===== config.mk =====
export PLATFORM = sky130hd
export DESIGN_NAME = stopwatch_ctrl
export DESIGN_NICKNAME = d
export VERILOG_FILES = /design/src/rtl/stopwatch_ctrl.sv
export SDC_FILE = /design/constraint.sdc
export NUM_CORES = 1
export LEC_CHECK = 0
export CORE_ASPECT_RATIO = 0.7
export CORE_MARGIN = 1
export CORE_UTILIZATION = 58
export CTS_CLUSTER_DIAMETER = 150
export DETAILED_ROUTE_END_ITERATION = 8
export PLACE_DENSITY = 0.79
export SLEW_MARGIN = 20
export SYNTH_ARGS = -nofsm -noshare
export SYNTH_HDL_FRONTEND = slang
export SYNTH_SLANG_ARGS = --single-unit

===== constraint.sdc =====
create_clock -name clk -period 2.4 [get_ports clk]
set_clock_uncertainty 0.2 [all_clocks]
set_input_delay 0.24 -clock clk [delete_from_list [all_inputs] [get_ports clk]]
set_output_delay 0.24 -clock clk [all_outputs]
set_load 0.01 [all_outputs]

===== src/rtl/stopwatch_ctrl.sv =====
// Stopwatch sequencing FSM with a tick prescaler driving an external counter chain.
// Optional lap-freeze feature compiled in with macro STOPWATCH_LAP_EN.
`timescale 1ns/1ps

// state | meaning
// IDLE  | counters held at initial value, prescaler cleared
// RUN   | prescaler counting, ticks advance the counter chain
// PAUSE | prescaler and counters frozen, partial second kept
// LAP   | as RUN, but display latch frozen
// DONE  | counter chain reached its limit, waiting for clear
module stopwatch_ctrl #(
    parameter int unsigned TICK_DIV = 100000000
) (
    input  logic       clk,
    input  logic       rst_n,
    input  logic       btn_start,
    input  logic       btn_clear,
    input  logic       btn_lap,
    input  logic       at_max,
    output logic       cnt_increase,
    output logic       cnt_rst_state,
    output logic       disp_hold,
    output logic       running,
    output logic [2:0] state
);

    localparam logic [2:0] ST_IDLE  = 3'd0;
    localparam logic [2:0] ST_RUN   = 3'd1;
    localparam logic [2:0] ST_PAUSE = 3'd2;
    localparam logic [2:0] ST_LAP   = 3'd3;
    localparam logic [2:0] ST_DONE  = 3'd4;

    localparam logic [26:0] PRESC_LAST = 27'(TICK_DIV - 1);

    logic [2:0]  state_r;
    logic [2:0]  state_d;
    logic [26:0] presc_r;
    logic [26:0] presc_d;
    logic        active;
    logic        tick;
    logic        lap_evt;

`ifdef STOPWATCH_LAP_EN
    assign lap_evt   = btn_lap;
    assign disp_hold = (state_r == ST_LAP);
`else
    logic lap_unused;
    assign lap_unused = btn_lap;
    assign lap_evt    = 1'b0;
    assign disp_hold  = 1'b0;
`endif

    assign active        = (state_r == ST_RUN) || (state_r == ST_LAP);
    assign tick          = active && (presc_r == PRESC_LAST);
    assign cnt_increase  = tick && !at_max;
    assign cnt_rst_state = (state_r == ST_IDLE);
    assign running       = active;
    assign state         = state_r;

    // Prescaler keeps its partial count through PAUSE/DONE so a resume is seamless.
    always_comb begin
        presc_d = presc_r;
        if (active) begin
            if (tick) begin
                presc_d = '0;
            end else begin
                presc_d = presc_r + 27'd1;
            end
        end else if (state_r == ST_PAUSE || state_r == ST_DONE) begin
            presc_d = presc_r;
        end else begin
            presc_d = '0;
        end
    end

    always_comb begin
        state_d = state_r;
        case (state_r)
            ST_IDLE: begin
                if (btn_start) state_d = ST_RUN;
            end
            ST_RUN: begin
                if (btn_start)             state_d = ST_PAUSE;
                else if (lap_evt)          state_d = ST_LAP;
                else if (tick && at_max)   state_d = ST_DONE;
            end
`ifdef STOPWATCH_LAP_EN
            ST_LAP: begin
                if (btn_start)             state_d = ST_PAUSE;
                else if (lap_evt)          state_d = ST_RUN;
                else if (tick && at_max)   state_d = ST_DONE;
            end
`endif
            ST_PAUSE: begin
                if (btn_start)             state_d = ST_RUN;
                else if (btn_clear)        state_d = ST_IDLE;
            end
            ST_DONE: begin
                if (btn_clear)             state_d = ST_IDLE;
            end
            default: state_d = ST_IDLE;
        endcase
    end

    always_ff @(posedge clk or negedge rst_n) begin
        if (!rst_n) begin
            state_r <= ST_IDLE;
            presc_r <= '0;
        end else begin
            state_r <= state_d;
            presc_r <= presc_d;
        end
    end

endmodule


Yosys cells after proc, flatten, opt, wreduce, memory -nomap -nowiden --
Cells that the tools add are included.
Word-level totals: flip-flop bits (word level) 30, bits of input ports 6, output and inout port bits 7, word-level logic and storage cells 28
Cells by class: $add $sub $neg 1, eq/ne operators 8, multiplexer cells 9, reductions and logical operators 8
Operator list (number):
- 27-bit two-way mux | 3
- 27-bit by 1-bit adder with 27-bit output (second input constant) | 1
- 27-bit equality test (second input constant) | 1
- 3-bit two-way mux | 5
- 3-bit one-hot mux with 4 select lines | 1
- 3-bit by 2-bit equality test with 1-bit output (second input constant) | 2
- 2-bit != test (second input constant) | 2
- 3-bit by 1-bit equality test with 1-bit output (second input constant) | 1
- 3-bit equality test (second input constant) | 1
- 1-bit logical AND | 3
- 3-bit logical NOT | 1
- 3-bit by 2-bit != test with 1-bit output (second input constant) | 1
- 1-bit logical OR | 2
- 2-bit AND reduction | 1
- 1-bit logical NOT | 1

Longest topological paths before layout --
Gate-level depths: netlist (run 1).
word-level depth 7, depth in mapped cells 8, gate-level depth less buffers 6

Worst setup path after synthesis (run 1) --
Ideal clock, no wire load.
path kind reg-to-output, start point register state_r[2], in the netlist state[2], end point output cnt_increase, arrival time 1.905 ns, slack 0.055 ns, stages on the path, launching flop included 6, cell sequence dfrtp_1 clkbuf_1 or4bb_1 nor4_4 nand2_1 nor4_1
On the way: cells in the longest elaborated chain, start to end 4, elaborated cells on any way between the ends 5, classes of those cells eq/ne: 2; reduce/logical: 3
RTL lines:
- start: declaration | line 35 | logic [2:0] state_r;
- start signal: assignment | line 110 | state_r <= state_d;
- 3-bit by 1-bit equality test with 1-bit output or 3-bit by 2-bit equality test with 1-bit output (tied branches) | line 53 | assign active = (state_r == ST_RUN) || (state_r == ST_LAP);
- 1-bit logical OR * | line 53
- 1-bit logical AND * | line 54 | assign tick = active && (presc_r == PRESC_LAST);
- 1-bit logical AND * | line 55 | assign cnt_increase = tick && !at_max;
- end: declaration | line 20 | output logic cnt_increase,
Mark *: on every way between the ends. The rest lies on a longest branch, timed or not.

Worst setup path in the final report (run 1) --
start point register presc_r[17], end point output cnt_increase
On the way: cells in the longest elaborated chain, start to end 3
RTL lines:
- start: declaration | line 37 | logic [26:0] presc_r;
- start signal: assignment | line 111 | presc_r <= presc_d;
- 27-bit equality test | line 54
- 1-bit logical AND | line 54
- 1-bit logical AND | line 55
Every way passes these cells.

==> summary.txt, run 1 <==
Global route
  • Tot GR Track Use: 32.12%
  • GRT overflow: 0
  • Largest net degree at the start of global routing: 31
  • Global-route wire length before repair: 8.245 mm
  • Initial antenna violation count: 0
  • Vias in the first global route: 1,754

Synth
  • Synth area leader: dfrtp_1
  • Largest family of logic cells by synthesized area: simple AND/OR/NAND/NOR gates
  • Post-synthesis mux area share: about 1.1%
  • Avg Cell Area, Syn: 8.935 um^2
  • Syn_nets: 212
  • Post-Synthesis Cells: 205
  • Synth Area in Compound Gates: 18.92%
  • Xor/xnor share of the synthesized area: 0.4781%
  • Commonest cells post-synth: dfrtp_1, nand2_1, nand3_1
  • Synth Area in Adders: less than 1%
  • Top FF cell, synth: dfrtp_1
  • Flops & latches, synth: 30
  • Yosys cell types: between 50 and 60
  • Area share of the largest cell type after synthesis: 40.98%
  • Post-synth EDFFs: 0
  • Ranking of synthesized cells by area: dfrtp_1, nand4_1, nand3_1
  • Simple-Gate Fraction of Synth Area: 32.79%
  • Async SR Flop Fraction: between 90% and 100%
  • Synthesis warning total: 0
  • Sequential cell area fraction in the yosys report: 40.98%
  • Cell with the most instances after synthesis: dfrtp_1
  • Post-synthesis cell area: 0.001832 mm^2

Clock tree
  • Post-CTS Hold Fix Bufs: 0
  • CTS Buf Count: 5
  • CTS max path bufs: 2
  • CTS clk-pin slew, worst paths: 70 ps
  • Num Clock Sinks: 30
  • Root Driver: clkbuf_8
  • Depth of the CTS H-tree: 2
  • Clock Latency Late Sink: 290 ps
  • CTS tree: done

Detailed routing
  • Vias per inst: 6.698
  • First DRT Iteration DRCs: 161
  • Pre-antenna DRT Iters: 5
  • Antenna-violating nets left: 0
  • DR vias: approximately 1,900
  • Drc violations: 0
  • Total wire length: approximately 5.1 mm
  • Drt wl/cell: 17.84 um

Pwr
  • Flop pwr share: 40.3%
  • Combinational Power Share: 21.3%
  • PwrDens: around 600 mW/mm^2
  • P_sw: 0.3762 mW
  • Internal cell power: 0.9927 mW
  • Power Total: 1.369 mW
  • Worst VDD drop: between 0.4 and 0.5 mV
  • Clk network pwr share: 38.3%
  • Pleak: 1.079 nW
  • Net Sw Frac: 27.48%

Layout
  • Cell area after layout: 0.002322 mm^2
  • Fill count: roughly 180
  • Multi-input gate area: 996.0 um^2
  • Layout cells sized above 1: about 24%
  • Area growth, synth to finish: 26.78%
  • Final cell count without fillers: 285
  • Number of diodes: 0
  • FF+latch area: 750.7 um^2
  • Post-Route Utilization: 80.00%
  • Number of nets in the layout: 256

Floorplan
  • DIE AREA: between 0.003 and 0.004 mm^2
  • Core Box Area: between 0.002 and 0.003 mm^2
  • Die Height: 49.02 um
  • IO Pins: 13
  • Die Width: 69.17 um
  • Initial Util: 63.10%
  • Rows: 16

Critical path
  • Worst-path maximum fanout: 2
  • Worst path arrival time: 2060 ps
  • Worst Setup End Kind: output port
  • CP required: 1960 ps
  • WS Path Type: register to output port
  • Crit start category: register

Timing
  • Post-route minimum period: 2501 ps
  • Finish-stage setup viols: 9
  • Final worst-path cycle share: 104.2%
  • Worst Hold Margin: roughly 130 ps
  • Final hold violation count: 0
  • RSZ-0062 raised after global routing: yes
  • Fmax: 0.3998 GHz
  • Max-slew violations: 0
  • Worst setup margin: -101.5 ps

Placed design
  • Placed insts: 271
  • DP HPWL: 3.517 mm
  • # port buffers: 10
  • Final GP Congestion: 0.9480
  • Area after DPL: 0.002151 mm^2

Flow run
  • Max-cap check violation count: 0

Min path
  • Hold Crit Class: input port to async pin

Outcome
  • Failing checks: negative setup slack
  • Run status: complete, but fails checks
## registers in the layout, indices dropped and copies added, names as in the netlist
register and cells:
state 3, presc_r 27
## layout by cell type, fill, tap and decap left out, types with 2 or more instances in the layout
cell type        instances
o21ai_0                  6
nand2_1                 21
o21ai_1                  5
clkbuf_8                 6
nor2_1                  10
o31ai_1                  2
and3_1                   6
nor4_1                   5
mux2i_1                  2
a21o_1                   6
nand4_1                 15
and2_1                   2
clkdlybuf4s50_1          9
buf_4                   37
a21oi_1                  7
dfrtp_1                 30
and4_1                   3
a21o_2                   4
nor3_1                   6
a22o_1                   3
buf_6                    2
or3_1                    4
inv_1                    5
or4b_2                   2
or4_1                    2
nand3_1                 17
o211ai_1                 2
## metal layers
metal	track usage, %	up-vias	wire [um]
met5	0	-	0
met4	19.39	0	194
met3	8.884	28	463
met2	49.51	119	2285
met1	40.57	896	2141
li1	-	866	-
## kinds of logic after synthesis
| logic type | after synthesis |
|---|---|
| simple gates | 104 |
| flops | 30 |
| xor+xnor | 1 |
| other cells | 1 |
| fa+ha+maj | 1 |
| compound gates | 48 |
| mux | 2 |
| buf+inv | 18 |
## critical path, stage by stage (launching register included)
cell and delay, ps:
dfrtp_1 400, or4b_4 540, nor4_4 310, nand2_1 100
nor4_1 250, buf_2 180
## layout make-up
| cell class | count | area share [%] |
|---|---|---|
| clock buffer | 6 | 3.556 |
| clock inverter | 1 | 1.293 |
| inverter | 6 | 0.9698 |
| multi-input combinational | 157 | 42.89 |
| sequential | 30 | 32.33 |
| tap | 36 | 1.940 |
| timing repair buffer | 49 | 17.03 |
## power by group through the flow
stage,registers (mW),logic (mW),clock network (mW)
2_1_floorplan,0.560,0.165,0
3_3_place_gp,0.556,0.267,0
3_5_place_dp,0.559,0.274,0
4_1_cts,0.550,0.274,0.531
5_1_grt,0.555,0.320,0.552
6_report,0.552,0.292,0.525
## stage by stage
| stage | setup slack [ps] | TNS, ps |
|---|---|---|
| floorplan | 55.30 | 0 |
| global placement | -187.0 | -187.0 |
| detailed placement | -221.1 | -221.1 |
| CTS | -106.0 | -145.0 |
| global route | -145.5 | -751.2 |
| finish | -101.5 | -219.9 |
## path summary, 6_finish.rpt
path	startpoint	end	slack [ps]	cells past startpoint
setup / recovery	presc_r[17]	cnt_increase	-100	5
hold / removal	rst_n	presc_r[13]	130	2
setup reg to reg	presc_r[17]	presc_r[1]	-20	7
hold reg to reg	presc_r[22]	presc_r[22]	320	1
max in group asynchronous	rst_n	presc_r[25]	1580	2
min in group clk	presc_r[22]	presc_r[22]	320	1
## timing repair
item,4_1_cts,5_1_grt
buffers inserted,6,3
gates resized for setup,5,5
pin swaps,4,7
setup endpoints to repair,1,12
Note: power is estimated with default switching activity, not from simulation.
==> run 2: changes to the inputs <==
CORE_MARGIN = 2   (was 1)
GPL_ROUTABILITY_DRIVEN = 0   (was default)
TNS_END_PERCENT = 5   (was default)
==> run 2 against run 1 <==
The flow still finishes with violations (negative setup slack). Utilization fell by 5.4 points. Maximum frequency rose by 3.4%. First-iteration DRC count fell by 1.9%. Register-to-register slack improved by 40 ps. Sequential power fell by 1%. Count of clock-buffer cells in the layout rose by 1. Setup slack improved by 83 ps. Sequential share of layout area rose by 0.32 points. Combinational power rose by 5%. Critical endpoint unchanged. Largest cell class unchanged.
==> summary.txt, run 2 (synthesis results as in run 1) <==
Outcome
  • Run status: complete, but fails checks (unchanged)
  • Failing checks: negative setup slack (unchanged)

Placed design
  • DP HPWL: 3.530 mm (was 3.517 mm)
  • Placed insts: 272 (was 271)
  • # port buffers: 10 (unchanged)
  • Area after DPL: 0.002146 mm^2 (was 0.002151 mm^2)

Critical path
  • Worst path arrival time: 1980 ps (was 2060 ps)
  • WP buf/inv: 1 (unchanged)
  • WS Path Type: register to output port (unchanged)
  • Family with the most delay on the worst path: simple AND/OR/NAND/NOR gates (unchanged)
  • Worst-path maximum fanout: 2 (unchanged)
  • Worst Setup End Kind: output port (unchanged)
  • Slowest stage cell, crit path: or4b_4 (unchanged)
  • CP most frequent cell: nor4_4
  • Crit start category: register (unchanged)
  • Worst-path cell chain: or4b_4 -> nor4_4 -> nand2_2 -> nor4_4 -> buf_2 (was or4b_4 -> nor4_4 -> nand2_1 -> nor4_1 -> buf_2)
  • FF-to-FF setup slack: 20 ps (was -20 ps)
  • R2r endpoint: presc_r[3] (was presc_r[1])
  • Start of the worst register-to-register path: presc_r[11] (was presc_r[17])
  • CP required: 1960 ps (about the same)
  • R2R depth: 6 (was 7)
  • Crit path largest cell delay: 560 ps (was 540 ps)

Timing
  • Fmax: 0.4135 GHz (was 0.3998 GHz)
  • Worst setup margin: -18.60 ps (was -101.5 ps)
  • Final worst-path cycle share: 100.8% (was 104.2%)
  • Post-route minimum period: 2419 ps (was 2501 ps)
  • Final hold violation count: 0 (unchanged)
  • Setup TNS: -18.60 ps (was -219.9 ps)
  • Finish-stage setup viols: 1 (was 9)
  • Max-slew violations: 0 (unchanged)
  • RSZ-0062 raised after global routing: yes (unchanged)

Clock tree
  • Depth of the CTS H-tree: 2 (unchanged)
  • Num Clock Sinks: 30 (unchanged)
  • Root Driver: clkbuf_8 (unchanged)
  • CTS max path bufs: 2 (unchanged)
  • Clock Latency Late Sink: 290 ps (about the same)
  • CTS clk-pin slew, worst paths: 70 ps (about the same)
  • CTS Buf Count: 5 (unchanged)
  • CTS tree: done (unchanged)

Min path
  • Hold Crit Class: input port to async pin (unchanged)

Layout
  • Commonest non-fill, non-tap cell in the layout: buf_4 (unchanged)
  • Post-Route Utilization: 74.56% (was 80.00%)
  • Number of nets in the layout: 250 (was 256)
  • Largest register by flop count: presc_r (unchanged)
  • Layout cells sized above 1: 24.18% (was 24.50%)
  • Max FFs per register: 27 (unchanged)
  • Fill count: 220 (was 181)
  • Final cell count without fillers: 282 (was 285)
  • Area growth, synth to finish: 25.55% (was 26.78%)
  • Commonest non-fill, non-tap cells in the layout: buf_4, dfrtp_1, nand2_1 (unchanged)
  • Cell area after layout: 0.002300 mm^2 (was 0.002322 mm^2)
  • Number of diodes: 0 (unchanged)

Floorplan
  • Core Box Area: 0.003084 mm^2 (was 0.002903 mm^2)
  • Die Width: 71.17 um (was 69.17 um)
  • IO Pins: 13 (unchanged)
  • Rows: 17 (was 16)
  • Die Height: 51.02 um (was 49.02 um)
  • Initial Util: 59.39% (was 63.10%)
  • DIE AREA: 0.003631 mm^2 (was 0.003391 mm^2)

Detailed routing
  • Drt wl/cell: 18.41 um (was 17.84 um)
  • Total wire length: 5.193 mm (was 5.085 mm)
  • First DRT Iteration DRCs: 158 (was 161)
  • Pre-antenna DRT Iters: 7 (was 5)
  • DR vias: 1,900 (was 1,909)
  • Drc violations: 0 (unchanged)
  • Vias per inst: 6.738 (was 6.698)
  • Antenna-violating nets left: 0 (unchanged)

Flow run
  • Max-cap check violation count: 0 (unchanged)

Pwr
  • Worst VDD drop: 0.4259 mV (was 0.4356 mV)
  • Clk network pwr share: 33.6% (was 38.3%)
  • Net Sw Frac: 30.29% (was 27.48%)
  • Pleak: 1.051 nW (was 1.079 nW)
  • Internal cell power: 0.8952 mW (was 0.9927 mW)
  • Flop pwr share: 42.4% (was 40.3%)
  • PwrDens: 558.4 mW/mm^2 (was 589.5 mW/mm^2)
  • P_sw: 0.3890 mW (was 0.3762 mW)
  • Combinational Power Share: 24.0% (was 21.3%)

Global route
  • Tot GR Track Use: 29.64% (was 32.12%)
  • Vias in the first global route: 1,780 (was 1,754)
  • Initial antenna violation count: 0 (unchanged)
  • Largest net degree at the start of global routing: 26 (was 31)
  • Global-route wire length before repair: 8.266 mm (was 8.245 mm)
  • GRT overflow: 0 (unchanged)
run 2: worst max path at each step:
| stage | startpoint | endpoint | slack [ps] | depth (start not counted) |
|---|---|---|---|---|
| CTS | presc_r[25] | cnt_increase | -150 | 5 |
| global placement | presc_r[19] | cnt_increase | -180 | 5 |
| finish | presc_r[11] | cnt_increase | -20 | 5 |
| global route | presc_r[11] | cnt_increase | -120 | 5 |
| floorplan | state[2] | cnt_increase | 60 | 5 |
| detailed placement | presc_r[19] | cnt_increase | -260 | 5 |
run 2: layout make-up:
| type | count | area [um^2] | share of cell area (%) |
|---|---|---|---|
| clock inverter | 1 | 5.005 | 0.2176 |
| tap | 38 | 47.55 | 2.067 |
| sequential | 30 | 750.7 | 32.64 |
| clock buffer | 7 | 86.33 | 3.754 |
| inverter | 6 | 22.52 | 0.9793 |
| multi-input combinational | 158 | 1049 | 45.59 |
| timing repair buffer | 42 | 339.1 | 14.74 |
run 2: metrics by stage:
step | worst slack (ps) | power [mW] | hold WS (ps)
3_3_place_gp | -182.0 | 0.8236 | 277.7
5_1_grt | -118.9 | 1.333 | 69.45
2_1_floorplan | 55.30 | 0.7251 | -255.6
4_1_cts | -146.8 | 1.263 | 53.72
6_report | -18.60 | 1.284 | 42.27
3_5_place_dp | -262.5 | 0.8393 | 304.7
run 2: timing repair:
action	in CTS	in global routing
pin swaps	5	9
endpoints found under the setup margin	1	16
hold buffers	0	0
gates cloned	0	1
setup buffers	2	0
gates resized for setup	5	11
run 2: power by group through the flow:
stage | clock network (mW) | registers (mW) | logic [mW]
2_1_floorplan | 0 | 0.560 | 0.165
3_3_place_gp | 0 | 0.552 | 0.272
3_5_place_dp | 0 | 0.554 | 0.286
4_1_cts | 0.431 | 0.544 | 0.287
5_1_grt | 0.451 | 0.547 | 0.336
6_report | 0.431 | 0.544 | 0.308
run 2: routing by layer:
metal | part of all wire (%) | track usage (%) | up-vias
met1 | 42 | 40.28 | 929
met3 | 7.9 | 6.114 | 13
met4 | 1.9 | 10.69 | 0
met5 | 0 | 0 | -
met2 | 48 | 47.38 | 100
li1 | - | - | 858
